File: config.mk
export PLATFORM = sky130hd
export DESIGN_NAME = harmonic_scheduler_flat
export DESIGN_NICKNAME = d
export VERILOG_FILES = /design/src/rtl/harmonic_scheduler_if.sv /design/src/rtl/harmonic_scheduler.sv /design/src/flat_wrapper.sv
export SDC_FILE = /design/constraint.sdc
export NUM_CORES = 1
export LEC_CHECK = 0
export CORE_UTILIZATION = 25
export DETAILED_ROUTE_END_ITERATION = 10
export SLEW_MARGIN = 15
export SYNTH_ARGS = -nofsm -noshare
export SYNTH_HDL_FRONTEND = slang
export SYNTH_SLANG_ARGS = --single-unit
export TNS_END_PERCENT = 30
File: constraint.sdc
create_clock -name clk -period 6.85 [get_ports clk]
set_clock_uncertainty 0.15 [all_clocks]
set_input_delay 1.37 -clock clk [delete_from_list [all_inputs] [get_ports clk]]
set_output_delay 1.37 -clock clk [all_outputs]
set_load 0.01 [all_outputs]
File: src/rtl/harmonic_scheduler_if.sv
// Bus bundle between the note player / voice mixer side and harmonic_scheduler,
// including the shared sine ROM port.
interface harmonic_scheduler_if;
  logic               play_enable;
  logic               generate_next_sample;
  logic [19:0]        step_size;
  logic [1:0]         weight;
  logic [9:0]         rom_addr;
  logic [15:0]        rom_data;
  logic signed [17:0] harmonic_out;
  logic               sample_ready;

  modport master (
    output play_enable, generate_next_sample, step_size, weight, rom_data,
    input  rom_addr, harmonic_out, sample_ready
  );

  modport slave (
    input  play_enable, generate_next_sample, step_size, weight, rom_data,
    output rom_addr, harmonic_out, sample_ready
  );
endinterface

File: src/rtl/harmonic_scheduler.sv
// Shares one quarter-wave sine ROM port between three harmonic phase accumulators.
// HARMONIC_SCHED_SHORT_EN: weight-0 samples skip the h2/h3 lookups (pulse at T+4).
//
// state | meaning
// IDLE  | waiting for trigger; phases advance on acceptance
// A1    | rom_addr shows harmonic 1
// A2    | rom_addr shows harmonic 2, capture s1
// A3    | rom_addr shows harmonic 3, capture s2
// D3    | capture s3
// D1    | short path only: capture s1
// SUM   | register weighted mix, pulse sample_ready
module harmonic_scheduler (
  input logic               clk,
  input logic               reset,
  harmonic_scheduler_if.slave bus
);

  localparam logic [2:0] IDLE = 3'd0;
  localparam logic [2:0] A1   = 3'd1;
  localparam logic [2:0] A2   = 3'd2;
  localparam logic [2:0] A3   = 3'd3;
  localparam logic [2:0] D3   = 3'd4;
  localparam logic [2:0] SUM  = 3'd5;
  localparam logic [2:0] D1   = 3'd6;

`ifdef HARMONIC_SCHED_SHORT_EN
  localparam logic SHORT_EN = 1'b1;
`else
  localparam logic SHORT_EN = 1'b0;
`endif

  logic [2:0]         state_q, state_d;
  logic [21:0]        p1_q, p1_d, p2_q, p2_d, p3_q, p3_d;
  logic [1:0]         weight_q, weight_d;
  logic [9:0]         rom_addr_q, rom_addr_d;
  logic signed [17:0] s1_q, s1_d, s2_q, s2_d, s3_q, s3_d;
  logic signed [17:0] harmonic_out_q, harmonic_out_d;
  logic               sample_ready_q, sample_ready_d;

  logic               trigger;
  logic [21:0]        h1, p1_next, p2_next, p3_next;
  logic signed [17:0] mix;

  // Quadrant bit 0 mirrors the quarter-wave table.
  function automatic logic [9:0] addr_of(input logic [21:0] p);
    return p[20] ? ~p[19:10] : p[19:10];
  endfunction

  // Quadrant bit 1 selects the negative half of the wave.
  function automatic logic signed [17:0] to_sample(input logic neg, input logic [15:0] mag);
    logic signed [17:0] m;
    m = signed'({2'b00, mag});
    return neg ? -m : m;
  endfunction

  always_comb begin
    trigger = bus.generate_next_sample && bus.play_enable;
    h1      = {2'b00, bus.step_size};
    p1_next = p1_q + h1;
    p2_next = p2_q + (h1 << 1);
    p3_next = p3_q + (h1 << 2);

    case (weight_q)
      2'd0:    mix = s1_q;
      2'd1:    mix = (s1_q >>> 1) + (s1_q >>> 3) + (s2_q >>> 2) + (s2_q >>> 3);
      default: mix = (s1_q >>> 1) + (s1_q >>> 3) + (s2_q >>> 2) + (s3_q >>> 3);
    endcase
  end

  always_comb begin
    state_d        = state_q;
    p1_d           = p1_q;
    p2_d           = p2_q;
    p3_d           = p3_q;
    weight_d       = weight_q;
    rom_addr_d     = rom_addr_q;
    s1_d           = s1_q;
    s2_d           = s2_q;
    s3_d           = s3_q;
    harmonic_out_d = harmonic_out_q;
    sample_ready_d = 1'b0;

    case (state_q)
      IDLE: begin
        if (trigger) begin
          p1_d       = p1_next;
          p2_d       = p2_next;
          p3_d       = p3_next;
          weight_d   = bus.weight;
          rom_addr_d = addr_of(p1_next);
          state_d    = A1;
        end
      end
      A1: begin
        if (SHORT_EN && weight_q == 2'd0) begin
          state_d = D1;
        end else begin
          rom_addr_d = addr_of(p2_q);
          state_d    = A2;
        end
      end
      D1: begin
        s1_d    = to_sample(p1_q[21], bus.rom_data);
        state_d = SUM;
      end
      A2: begin
        s1_d       = to_sample(p1_q[21], bus.rom_data);
        rom_addr_d = addr_of(p3_q);
        state_d    = A3;
      end
      A3: begin
        s2_d    = to_sample(p2_q[21], bus.rom_data);
        state_d = D3;
      end
      D3: begin
        s3_d    = to_sample(p3_q[21], bus.rom_data);
        state_d = SUM;
      end
      SUM: begin
        harmonic_out_d = mix;
        sample_ready_d = 1'b1;
        state_d        = IDLE;
      end
      default: state_d = IDLE;
    endcase
  end

  always_ff @(posedge clk or posedge reset) begin
    if (reset) begin
      state_q        <= IDLE;
      p1_q           <= '0;
      p2_q           <= '0;
      p3_q           <= '0;
      weight_q       <= '0;
      rom_addr_q     <= '0;
      s1_q           <= '0;
      s2_q           <= '0;
      s3_q           <= '0;
      harmonic_out_q <= '0;
      sample_ready_q <= 1'b0;
    end else begin
      state_q        <= state_d;
      p1_q           <= p1_d;
      p2_q           <= p2_d;
      p3_q           <= p3_d;
      weight_q       <= weight_d;
      rom_addr_q     <= rom_addr_d;
      s1_q           <= s1_d;
      s2_q           <= s2_d;
      s3_q           <= s3_d;
      harmonic_out_q <= harmonic_out_d;
      sample_ready_q <= sample_ready_d;
    end
  end

  assign bus.rom_addr     = rom_addr_q;
  assign bus.harmonic_out = harmonic_out_q;
  assign bus.sample_ready = sample_ready_q;

endmodule

File: src/flat_wrapper.sv
// flat-port wrapper written by rule: the top's interface ports become plain ports
module harmonic_scheduler_flat 
  (clk, reset, bus_play_enable, bus_generate_next_sample, bus_step_size, bus_weight, bus_rom_data, bus_rom_addr, bus_harmonic_out, bus_sample_ready);
  harmonic_scheduler_if bus_i ();
  input logic clk;
  input logic reset;
  input wire logic [$bits(bus_i.play_enable)-1:0] bus_play_enable;
  input wire logic [$bits(bus_i.generate_next_sample)-1:0] bus_generate_next_sample;
  input wire logic [$bits(bus_i.step_size)-1:0] bus_step_size;
  input wire logic [$bits(bus_i.weight)-1:0] bus_weight;
  input wire logic [$bits(bus_i.rom_data)-1:0] bus_rom_data;
  output wire logic [$bits(bus_i.rom_addr)-1:0] bus_rom_addr;
  output wire logic [$bits(bus_i.harmonic_out)-1:0] bus_harmonic_out;
  output wire logic [$bits(bus_i.sample_ready)-1:0] bus_sample_ready;
  assign bus_i.play_enable = bus_play_enable;
  assign bus_i.generate_next_sample = bus_generate_next_sample;
  assign bus_i.step_size = bus_step_size;
  assign bus_i.weight = bus_weight;
  assign bus_i.rom_data = bus_rom_data;
  assign bus_rom_addr = bus_i.rom_addr;
  assign bus_harmonic_out = bus_i.harmonic_out;
  assign bus_sample_ready = bus_i.sample_ready;
  harmonic_scheduler u_core (.clk(clk), .reset(reset), .bus(bus_i));
endmodule
==> results of run 1 <==
[per-stage QoR]
step,util (%),hold WS (ns),setup slack [ns]
2_1_floorplan,-,0.300,1.41
3_3_place_gp,28.6,0.312,1.70
3_5_place_dp,28.6,0.320,1.66
4_1_cts,29.9,0.334,2.11
5_1_grt,29.9,0.346,1.80
6_report,29.9,0.326,2.12
[kinds of logic (layout without fill, tap and decap cells)]
group	after synthesis	count (layout)	share of synthesized area [%]
flops	146	146	33.0
xor+xnor	146	146	11.6
simple gates	398	398	16.4
mux	21	21	2.08
compound gates	370	370	19.8
buf+inv	83	142	2.84
fa+ha+maj	114	114	14.3
[registers in the layout (all words and copies together) (netlist names)]
signal	flops
u_core.p2_q	21
u_core.bus.rom_addr	10
u_core.p3_q	20
u_core.bus.harmonic_out	18
u_core.p1_q	22
u_core.bus.sample_ready	1
u_core.weight_q	2
u_core.s2_q	16
u_core.state_q	3
u_core.s1_q	18
u_core.s3_q	15
[synthesized netlist by cell type (all sizes together) (21+ instances only)]
| library cell | number | area [um^2] |
|---|---|---|
| ha | 93 | 1160 |
| a21oi | 99 | 495 |
| inv | 35 | 131 |
| clkbuf | 45 | 169 |
| nor2 | 72 | 270 |
| xnor2 | 55 | 482 |
| xor2 | 91 | 797 |
| dfrtp | 146 | 3650 |
| a21o | 22 | 165 |
| o21ai | 146 | 731 |
| fa | 21 | 420 |
| or3 | 27 | 219 |
| nand2 | 210 | 788 |
[layer usage]
layer | up-vias | GRT usage, %
met4 | 0 | 3.40
met1 | 4242 | 16.4
met2 | 205 | 20.8
li1 | 4599 | -
met3 | 39 | 2.67
met5 | - | 0
[area by class of cell]
type / count / share of cell area, %
inverter: 35 / 1.05
clock buffer: 18 / 3.38
clock inverter: 14 / 1.19
tap: 585 / 5.64
sequential: 146 / 28.1
multi-input combinational: 1049 / 54.9
timing repair buffer: 75 / 5.69
[worst min path at each step]
stage,endpoint,slack (ns),depth (start not counted)
global placement,u_core.bus.harmonic_out[8],0.31,2
global route,u_core.bus.harmonic_out[3],0.35,2
floorplan,u_core.s1_q[0],0.30,2
detailed placement,u_core.p1_q[18],0.32,2
finish,u_core.bus.harmonic_out[3],0.33,2
CTS,u_core.bus.harmonic_out[3],0.33,2
[layout by cell type (no fill, tap or decap), drive strengths merged, types with 6 or more instances in the layout]
cell,instances
nand2,210
dfrtp,146
o21ai,146
a21oi,99
ha,93
xor2,91
nor2,72
clkdlybuf4s50,70
xnor2,55
inv,39
or3,27
a21o,22
fa,21
nor3,20
clkbuf,18
o21a,17
mux2,16
o22ai,14
a211oi,12
nand2b,12
nand3,12
nor2b,10
and3,9
o211ai,9
o31ai,7
o21bai,7
a31oi,6
[worst reg2reg max path: cells and delay by family (launching register included)]
kind	cells	cell delay [ns]
compound gates	10	1.94
fa+ha+maj	3	1.14
simple gates	4	0.77
flops	1	0.45
xor+xnor	1	0.14
==> metrics.csv, run 1 <==
metric;value;unit
status;complete, no violations;
placed_area;12400;um^2
crit_end;u_core.bus.harmonic_out[17];
critPathRequiredTime;7.02;ns
detail_route.wl_per_cell;14.1;um
stdcell_count;1922;
hold_buffers;0;
place_congestion;0.886;
cts_buffer_depth;2;
grt_overflow;0;
dieArea;45100;um^2
max_stage_delay;0.53;ns
cpLargestDelayFamily;compound AO/OA/AOI/OAI gates;
slew_violations;0;
slowest_stage;fa_1;
ios;71;
track_usage;12.6;%
path_clk_slew;0.07;ns
final-seq-area;3650;um^2
syn_inst;1278;
crit_type;reg2reg;
cts_resized;0;
syn_area_per_cell;8.66;um^2
num_vias;9085;
r2r_start;u_core.s1_q[3];
max_cap_violations;0;
clock-root-buffer;clkbuf_16;
drt-total-wl;27000;um
slew_headroom;29.3;%
ys_warn_count;0;
path_cells;fa_1 -> ha_1 -> a21o_1 -> a21oi_1 -> o21bai_1 -> a21oi_1 -> o21ai_0 -> nand2_1 -> nand2b_1 -> a21oi_1 -> xnor2_1 -> ha_1 -> a21o_1 -> a41oi_1 -> o211ai_1 -> o211ai_1 -> nor3_1 -> or3b_2;
tns;0;ns
multi_input_area;7130;um^2
rr_endpoint;u_core.bus.harmonic_out[17];
worstHoldStart;u_core.bus.harmonic_out[3];
cts.sinks;146;
fillers;4654;
ant_nets;0;
fin_crit_sh;69.1;%
period_minus_slack;4.73;ns
grt_pass1_vias;8702;
diodes;0;
max_freq;211;MHz
setup_viol;0;
area_growth_syn_to_layout;17.3;%
ys.flop_type;dfrtp_1;
wl_met1;12600;um
worstMarginPinSlew;1.06;ns
wl_met3;1140;um
die_width;212;um
fin_nets;1480;
num_rows;76;
cts_tree;built;
antenna_found_initial;0;
core_region_area;43400;um^2
grt_pass1_wl;44800;um
ys_ff_latch;146;
placed_cells;1890;
critPathLaunch;u_core.s1_q[3];
rsz0062_at_grt;false;
layout-drive-gt1-share;5.61;%
met2_length;12800;um
drc;0;
crit_top_cell;a21oi_1;
crit_buf_inv;0;
ys_seq_area_share;33.0;%
syn_area;11100;um^2
yosysUniqueCellTypes;58;
cp-start-kind;register;
place.port_buffers;70;
path_depth;18;
worst_r2r_path_depth;18;
synth_edf_count;0;
via_per_inst;4.73;
ys_async_sr_fraction;100;%
top_layer;met4;
cts_buffers;17;
end_kind;register;
grt_max_degree;115;
path_max_fanout;4;
clk_latency;0.45;ns
cts_setup_buffers;0;
syn_nets;1434;
cts_max_level;4;
drt_iter0_drc;577;
arrival;4.90;ns
hold_viol_final;0;
hpwl;20700;um
initial_core_util;25.5;%
die_h;212;um
min_path_type;reg2reg;
reg2reg_slack;2.12;ns
finalInstanceArea;13000;um^2
dr.pass1.iters;5;
Power of run 1 is left out: the tool's default activity adds up to more than one toggle a clock period on the data nets, which glitch-free logic cannot reach.
==> run 2, diff against run 1 <==
clock period = 4.09 ns   (was 6.85 ns; I/O delays follow)
==> run 2 against run 1 <==
The flow now finishes with violations (setup timing). Critical endpoint is now u_core.bus.harmonic_out[13]. Non-clock buffer count up 128. Final area up 8.9%. Wire length rose by 4.6%. Register-to-register slack lost 2.2 ns. Critical path type unchanged. Final cell count grew 6.7%. Sequential cell count did not move.
==> metrics.csv, run 2 (synthesis gave the netlist of run 1 again) <==
metric;value;unit
critPathLaunch;u_core.s2_q[4];
fin_crit_sh;101;%
placed_area;13300;um^2
end_kind;register;
place_congestion;0.839;
critPathRequiredTime;4.28;ns
slowest_stage;fa_1;
period_minus_slack;4.14;ns
place.port_buffers;70;
clock-root-buffer;clkbuf_16;
min_path_type;reg2reg;
die_width;212;um
tns;-0.133;ns
status;complete, but fails checks;
clk_latency;0.45;ns
area_growth_syn_to_layout;27.7;%
ios;71;
num_vias;9511;
violations;setup timing;
fin_nets;1608;
cts_buffer_depth;2;
cts_max_level;4;
dieArea;45100;um^2
die_h;212;um
drt_iter0_drc;510;
grt_pass1_vias;9438;
grt_max_degree;112;
drc;0;
final_cell_mix;nand2_1, dfrtp_1, o21ai_0, buf_4, a21oi_1;
layout-drive-gt1-share;15.2;%
path_cells;fa_1 -> ha_1 -> a21o_1 -> a21oi_2 -> o21bai_1 -> a21oi_2 -> o21ai_1 -> nand2_1 -> nand2b_1 -> a21oi_1 -> xnor2_1 -> ha_1 -> a21o_1 -> a41oi_2 -> buf_4 -> o21bai_1 -> a21oi_1 -> xnor2_1 -> o221a_2;
via_per_inst;4.64;
slew_headroom;29.1;%
grt_overflow;0;
layout_commonest_cell;nand2_1;
num_rows;76;
wl_met1;13400;um
hpwl;21600;um
place_ws;-0.304;ns
rsz0062_at_grt;true;
grt_pass1_wl;46800;um
max_freq;241;MHz
arrival;4.34;ns
max_stage_delay;0.51;ns
hold_buffers;0;
largest_register;u_core.p1_q;
initial_core_util;25.5;%
rr_endpoint;u_core.bus.harmonic_out[13];
wl_met3;886;um
finalInstanceArea;14100;um^2
crit_type;reg2reg;
fin_ws;-0.0549;ns
worst_r2r_path_depth;19;
track_usage;13.0;%
core_region_area;43400;um^2
path_clk_slew;0.07;ns
reg.largest.list;u_core.p1_q x22, u_core.p2_q x21, u_core.p3_q x20;
cts_tree;built;
cp-start-kind;register;
drt-total-wl;28300;um
hold_viol_final;0;
top_layer;met4;
met2_length;13500;um
dr.pass1.iters;5;
max_cap_violations;0;
cts_buffers;17;
cts.sinks;146;
crit_end;u_core.bus.harmonic_out[13];
largest_reg_flops;22;
r2r_start;u_core.s2_q[4];
antenna_found_initial;0;
detail_route.wl_per_cell;13.8;um
path_max_fanout;4;
setup_viol;4;
reg2reg_slack;-0.05;ns
ant_nets;0;
slew_violations;0;
diodes;0;
worstMarginPinSlew;1.06;ns
-- run 2: cell types whose count changed in the layout (fill, tap and decap cells not counted), sizes merged --
| cell | previous run | this run |
|---|---|---|
| buf | 5 | 133 |
| bufinv | 2 | 5 |
| clkbuf | 18 | 20 |
| clkinvlp | 3 | 2 |
| inv | 39 | 35 |
-- run 2: timing repair --
| item | 4_1_cts | 5_1_grt |
|---|---|---|
| pin swaps | 15 | 6 |
| gates resized for setup | 21 | 11 |
| setup buffers | 4 | 1 |
| setup endpoints to repair | 7 | 10 |
-- run 2: worst min-delay path by stage --
stage | start | end | slack, ns | depth (start not counted)
floorplan | u_core.s1_q[0] | u_core.s1_q[0] | 0.30 | 2
global placement | u_core.p3_q[2] | u_core.p3_q[2] | 0.31 | 2
detailed placement | u_core.bus.harmonic_out[2] | u_core.bus.harmonic_out[2] | 0.32 | 2
CTS | u_core.bus.harmonic_out[2] | u_core.bus.harmonic_out[2] | 0.33 | 2
global route | u_core.bus.harmonic_out[11] | u_core.bus.harmonic_out[11] | 0.35 | 2
finish | u_core.bus.harmonic_out[8] | u_core.bus.harmonic_out[8] | 0.32 | 2
-- run 2: critical path, delay by kind of cell (launching register included) --
| family | cells | cell delay [ns] |
|---|---|---|
| compound gates | 11 | 1.81 |
| buf+inv | 1 | 0.17 |
| fa+ha+maj | 3 | 1.16 |
| flops | 1 | 0.40 |
| xor+xnor | 2 | 0.16 |
| simple gates | 2 | 0.19 |
-- run 2: layer usage --
layer / track usage [%] / vias to the layer above
li1: - / 4863
met1: 16.7 / 4466
met2: 22.1 / 144
met3: 2.32 / 38
met4: 3.92 / 0
met5: 0 / -
-- run 2: cell type report --
type                    count  area, um^2
fillers                  4510       29200
multi-input cells        1049        7240
flip-flops and latches    146        3650
repair buffers            203        1720
well taps                 585         732
clock buffers              20         437
clock inverters            12         206
inverters                  35         135
-- run 2: through the flow --
stage | util (%) | hold WS, ns | std cells
5_1_grt | 32.6 | 0.350 | 2050
6_report | 32.6 | 0.324 | 2050
2_1_floorplan | - | 0.300 | 1278
3_3_place_gp | 30.7 | 0.311 | 2013
3_5_place_dp | 30.7 | 0.320 | 2013
4_1_cts | 32.5 | 0.334 | 2049
Power of run 2 is left out for the same reason.
